`src/rtl/sdram_port_arb.sv`:
```
// Burst scheduler sharing one SDRAM controller between a write FIFO and a read FIFO.
// Issues fixed-length level requests, counts acks and keeps per-channel frame addresses.
module sdram_port_arb #(
   parameter logic [8:0]        BURST_LEN   = 9'd256,
   parameter int                ADDR_W      = 22,
   parameter logic [ADDR_W-1:0] BASE_ADDR   = '0,
   parameter logic [ADDR_W-1:0] FRAME_WORDS = ADDR_W'(307200),
   parameter logic [9:0]        RD_THRESH   = 10'd512
) (
   input  logic              clk,
   input  logic              rst_n,
   input  logic              sdram_init_done,
   input  logic              wr_en,
   input  logic              rd_en,
   input  logic [9:0]        wr_fifo_lvl,
   input  logic [9:0]        rd_fifo_lvl,
   input  logic              frame_sync,
   output logic              sdram_wr_req,
   output logic              sdram_rd_req,
   input  logic              sdram_wr_ack,
   input  logic              sdram_rd_ack,
   output logic [9:0]        sdwr_byte,
   output logic [9:0]        sdrd_byte,
   output logic [ADDR_W-1:0] sys_addr,
   output logic              wr_frame_done,
   output logic              rd_frame_done,
   output logic              busy,
   output logic              last_grant
);

   typedef enum logic [2:0] {IDLE, WR_REQ, WR_XFER, RD_REQ, RD_XFER} state_t;

   localparam logic [ADDR_W-1:0] BURST_A   = ADDR_W'(BURST_LEN);
   localparam logic [ADDR_W-1:0] FRAME_END = BASE_ADDR + FRAME_WORDS;

   state_t            state, state_nxt;
   logic [ADDR_W-1:0] wr_addr, rd_addr;
   logic [ADDR_W-1:0] wr_sum, rd_sum;
   logic [8:0]        ack_cnt;
   logic              any_grant;
   logic              rd_pend;
   logic              wr_elig, rd_elig;
   logic              grant_wr, grant_rd;
   logic              ack_first, ack_next;
   logic              wr_last, rd_last;
   logic              rd_active;

   assign sdwr_byte    = {1'b0, BURST_LEN};
   assign sdrd_byte    = {1'b0, BURST_LEN};
   assign sdram_wr_req = (state == WR_REQ);
   assign sdram_rd_req = (state == RD_REQ);
   assign busy         = (state != IDLE);
   assign rd_active    = (state == RD_REQ) || (state == RD_XFER);

   assign wr_elig = wr_en && (wr_fifo_lvl >= {1'b0, BURST_LEN});
   assign rd_elig = rd_en && (rd_fifo_lvl < RD_THRESH);
   assign wr_sum  = wr_addr + BURST_A;
   assign rd_sum  = rd_addr + BURST_A;

   always_ff @(posedge clk or negedge rst_n) begin
      if (!rst_n) state <= IDLE;
      else        state <= state_nxt;
   end

   always_comb begin
      state_nxt = state;
      grant_wr  = 1'b0;
      grant_rd  = 1'b0;
      ack_first = 1'b0;
      ack_next  = 1'b0;
      wr_last   = 1'b0;
      rd_last   = 1'b0;
      case (state)
         IDLE: begin
            if (sdram_init_done) begin
               // Contention: write wins the very first grant, then alternate.
               if (wr_elig && rd_elig) begin
                  grant_wr = !any_grant || last_grant;
                  grant_rd = any_grant && !last_grant;
               end else begin
                  grant_wr = wr_elig;
                  grant_rd = rd_elig;
               end
            end
            if (grant_wr)      state_nxt = WR_REQ;
            else if (grant_rd) state_nxt = RD_REQ;
         end
         WR_REQ: begin
            if (sdram_wr_ack) begin
               ack_first = 1'b1;
               if (BURST_LEN == 9'd1) begin
                  wr_last   = 1'b1;
                  state_nxt = IDLE;
               end else begin
                  state_nxt = WR_XFER;
               end
            end
         end
         WR_XFER: begin
            if (sdram_wr_ack) begin
               ack_next = 1'b1;
               if (ack_cnt == BURST_LEN - 9'd1) begin
                  wr_last   = 1'b1;
                  state_nxt = IDLE;
               end
            end
         end
         RD_REQ: begin
            if (sdram_rd_ack) begin
               ack_first = 1'b1;
               if (BURST_LEN == 9'd1) begin
                  rd_last   = 1'b1;
                  state_nxt = IDLE;
               end else begin
                  state_nxt = RD_XFER;
               end
            end
         end
         RD_XFER: begin
            if (sdram_rd_ack) begin
               ack_next = 1'b1;
               if (ack_cnt == BURST_LEN - 9'd1) begin
                  rd_last   = 1'b1;
                  state_nxt = IDLE;
               end
            end
         end
         default: state_nxt = IDLE;
      endcase
   end

   always_ff @(posedge clk or negedge rst_n) begin
      if (!rst_n) begin
         sys_addr      <= BASE_ADDR;
         wr_addr       <= BASE_ADDR;
         rd_addr       <= BASE_ADDR;
         ack_cnt       <= 9'd0;
         any_grant     <= 1'b0;
         last_grant    <= 1'b0;
         rd_pend       <= 1'b0;
         wr_frame_done <= 1'b0;
         rd_frame_done <= 1'b0;
      end else begin
         wr_frame_done <= 1'b0;
         rd_frame_done <= 1'b0;

         if (grant_wr) begin
            sys_addr   <= wr_addr;
            last_grant <= 1'b0;
            any_grant  <= 1'b1;
         end else if (grant_rd) begin
            sys_addr   <= frame_sync ? BASE_ADDR : rd_addr;
            last_grant <= 1'b1;
            any_grant  <= 1'b1;
         end

         if (ack_first)     ack_cnt <= 9'd1;
         else if (ack_next) ack_cnt <= ack_cnt + 9'd1;

         if (wr_last) begin
            if (wr_sum == FRAME_END) begin
               wr_addr       <= BASE_ADDR;
               wr_frame_done <= 1'b1;
            end else begin
               wr_addr <= wr_sum;
            end
         end

         // A frame_sync seen during a read burst is held and replaces the increment.
         if (rd_last) begin
            rd_pend <= 1'b0;
            if (rd_sum == FRAME_END) begin
               rd_addr       <= BASE_ADDR;
               rd_frame_done <= 1'b1;
            end else if (rd_pend || frame_sync) begin
               rd_addr <= BASE_ADDR;
            end else begin
               rd_addr <= rd_sum;
            end
         end else if (frame_sync) begin
            if (rd_active) rd_pend <= 1'b1;
            else           rd_addr <= BASE_ADDR;
         end
      end
   end

endmodule

```
`config.mk`:
```
export PLATFORM = sky130hd
export DESIGN_NAME = sdram_port_arb
export DESIGN_NICKNAME = d
export VERILOG_FILES = /design/src/rtl/sdram_port_arb.sv
export SDC_FILE = /design/constraint.sdc
export NUM_CORES = 1
export LEC_CHECK = 0
export CORE_ASPECT_RATIO = 0.7
export CORE_MARGIN = 4
export CORE_UTILIZATION = 46
export CTS_BUF_LIST = sky130_fd_sc_hd__clkbuf_16
export DETAILED_ROUTE_END_ITERATION = 8
export PLACE_DENSITY = 0.76
export SLEW_MARGIN = 30
export SYNTH_ARGS = -nofsm -noshare
export SYNTH_HDL_FRONTEND = slang
export SYNTH_SLANG_ARGS = --single-unit
```
`constraint.sdc`:
```
create_clock -name clk -period 2.25 [get_ports clk]
set_input_delay 0.45 -clock clk [delete_from_list [all_inputs] [get_ports clk]]
set_output_delay 0.45 -clock clk [all_outputs]
set_load 0.01 [all_outputs]
```
==> impl_results.md <==
* Status: complete, but fails checks
* Violated checks: negative setup slack
* Synth Area in Compound Gates at 15.5%
* Die Ht at 81.6 um
* Input/output buffers at 38
* Seq pwr share at 37.9%
* Root buffer cell: clkbuf_16
* Core Area at 7420 um^2
* Slew Limit Fails at 0
* Setup crit start kind: register
* Final ANT Viol Nets at 0
* Final hold vios at 0
* WL/cell at 16.3 um
* Tcrit/Tclk final at 101%
* Final Core Density at 65.0%
* Max VDD drop at 615 uV
* Site Rows at 26
* Crit path buf inv count at 1
* Sequential-to-total area share from yosys stat at 42.2%
* DR WL met2 at 4600 um
* Worst-path cell chain: nand4_1 -> or3_4 -> a221oi_4 -> o2111ai_2 -> o31ai_4 -> buf_6 -> nor2_2 -> a211o_1
* Clk pwr share at 38.7%
* Vias in the first global route at 2960
* Sw Share at 29.5%
* Lkg Pwr at 2.27 nW
* Number of flops mapped to enable cells by yosys at 0
* Worst slack, placed at -196 ps
* Asr flop ratio synth at 100%
* Drt initial violations at 287
* CTS Sinks at 60
* CP Capture Type: register
* DRC at 0
* Most common flop cell mapped by yosys: dfrtp_1
* # setup viols final at 1
* Area Growth Syn to Fin at 35.7%
* CP arrival at 2480 ps
* Worst-case reg-to-reg path depth at 8
* Setup Crit Path Kind: register to register
* WL met3 at 756 um
* Largest family of logic cells by synthesized area: simple AND/OR/NAND/NOR gates
* Adder-Cell Fraction of Synth Area at 2.11%
* DP HPWL at 6600 um
* Post-synthesis xor/xnor area fraction at 5.91%
* Mapped Cells at 392
* CTS tree: built
* Clk_skew at 5.97 ps
* Critical path required time at 2460 ps
* Vias at 3284
* Reg-to-Reg Start: rd_addr[9]
* CP startpoint: rd_addr[9]
* DR top layer: met4
* Unrepaired setup endpoints after global routing: yes
* Nets at 518
* Clock Tree Buf Depth at 2
* Synthesis-stage register bit count at 60
* Die Area at 9220 um^2
* Post-Synth Simple-Gate Area at 22.3%
* Worst skew pair latency at 330 ps
* Number of CTS-inserted buffers at 9
* Fin crit period at 2270 ps
* Comb pwr share at 23.4%
* GR Overflow Total at 0
* R2r setup slk at -20 ps
* DRT Wirelength at 9580 um
* Mean Syn Cell Area at 9.07 um^2
* Initial antenna violation count at 0
* Gr usage total at 20.2%
* Vias per cell at 5.59
* Drt pass-1 iters at 6
* Slowest cell delay on critical path at 410 ps
* CTS clk-pin slew, worst paths at 50 ps
* Hold Path Class: input pin to async pin
* Worst-Margin Slew at 615 ps
* Worst-path maximum fanout at 5
* Slowest cell on the critical path: dfrtp_1
* Die X at 113 um
* Crit path to: rd_addr[18]
* Inserted Diodes at 0
* Max_cap viols at 0
* Switching pwr at 0.990 mW
* Global-route wire length before repair at 14700 um
* Fraction of layout cells with a size suffix above 1 at 26.0%
* H-tree depth at 3
* Slack of the critical path at -20.1 ps
* Pint at 2.36 mW
* Slew margin rel. at 58.9%
* Worst r2r dst: rd_addr[18]
* Top cell family by delay on the critical path: compound AO/OA/AOI/OAI gates
* Cell Area, Synth at 3560 um^2
* Placer Congestion at 0.925
* Synth Warn # at 0
* I/O pin total at 76
* Largest net degree at the start of global routing at 42
* Met1 wire length at 4050 um
* Multiplexer area fraction after synthesis at 0.844%
* PwrDens at 695 nW/um^2
* Peak Freq at 0.441 GHz
* Critical Path Stages at 8
* Count of different cell masters after synthesis at 52
* Initial Util at 47.9%
==> synthesized netlist by cell type, types with 8 or more instances <==
cell       n  area share [%]
and3_1     8             1.4
nand2_1   42             4.4
nor2_1    29             3.1
buf_4     31             6.5
nand3_1   13             1.8
o21ai_0   20             2.8
nand4_1   13             2.3
clkbuf_1  11             1.2
a21oi_1   12             1.7
xnor2_1   12             3.0
a222oi_1  14             3.9
inv_1     21             2.2
dfrtp_1   60              42
nor3_1    12             1.7
xor2_1    12             3.0
==> cell type report <==
cell class              count  area, um^2
fillers                   592        2590
multi-input cells         280        1860
flip-flops and latches     60        1510
repair buffers            111         971
clock buffers               9         225
well taps                  98         123
inverters                  22        82.6
clock inverters             7        52.6
==> repair_timing <==
item,in CTS,in global routing
hold buffers,0,0
pin swaps,4,8
resized for setup,16,30
setup buffers,4,13
gates cloned,0,0
endpoints found under the setup margin,13,40
==> cells in the final DEF, fill, tap and decap left out, types with 5 or more instances in the layout <==
cell type        count
buf_4               65
dfrtp_1             56
nand2_1             40
clkdlybuf4s50_1     37
nor2_1              25
inv_1               24
conb_1              20
o21ai_0             16
a222oi_1            14
nand4_1             13
xnor2_1             12
xor2_1              12
nand3_1             11
a21oi_1             11
nor3_1               9
clkbuf_16            9
buf_6                6
nor2_2               5
and2_1               5
a21o_1               5
==> cell families (layout without fill, tap and decap cells) <==
logic type	Yosys count	in the layout
and+or+nand+nor	151	151
AOI/OAI and AO/OA	76	76
buffers and inverters	70	149
DFF	60	60
xor gates and xnor gates	24	24
adders and majority gates	6	6
muxes	3	3
other	2	20
==> flip-flops by register name (all words and copies together) (netlist names) <==
signal	cells
last_grant	1
sys_addr	15
wr_frame_done	1
wr_addr	14
rd_addr	14
rd_pend	1
any_grant	1
rd_frame_done	1
ack_cnt	9
state	3
==> routing by layer <==
layer	GRT usage, %	up-vias
li1	-	1526
met1	28.1	1579
met2	30.9	159
met3	5.01	20
met4	7.08	0
met5	0	-
==> power groups by stage <==
stage / Sequential [mW] / Combinational (mW) / Clock, mW
after floorplan: 1.26 / 0.399 / 0
after global placement: 1.27 / 0.660 / 0
after detailed placement: 1.28 / 0.685 / 0
after CTS: 1.27 / 0.702 / 1.31
after global routing: 1.28 / 0.859 / 1.37
final: 1.27 / 0.784 / 1.30
==> stage by stage <==
step	instances	power [mW]	hold slack [ps]	setup TNS (ps)	cell area (um^2)
after CTS	574	3.28	101	-0.00111	4630
after floorplan	410	1.65	154	0	3620
final	587	3.35	85.4	-20.1	4820
after global routing	587	3.51	118	-348	4820
after global placement	554	1.93	434	-1490	4260
after detailed placement	554	1.97	443	-2990	4260
==> how the worst min path moves through the flow <==
stage | startpoint | endpoint | slack (ps) | cells past startpoint
floorplan | rst_n | ack_cnt[0] | 150 | 0
finish | rst_n | wr_addr[20] | 90 | 1
detailed placement | rst_n | sys_addr[16] | 440 | 1
global route | rst_n | wr_addr[20] | 120 | 1
CTS | rst_n | sys_addr[16] | 100 | 1
global placement | rst_n | sys_addr[16] | 430 | 1
Note: power is estimated with default switching activity, not from simulation.
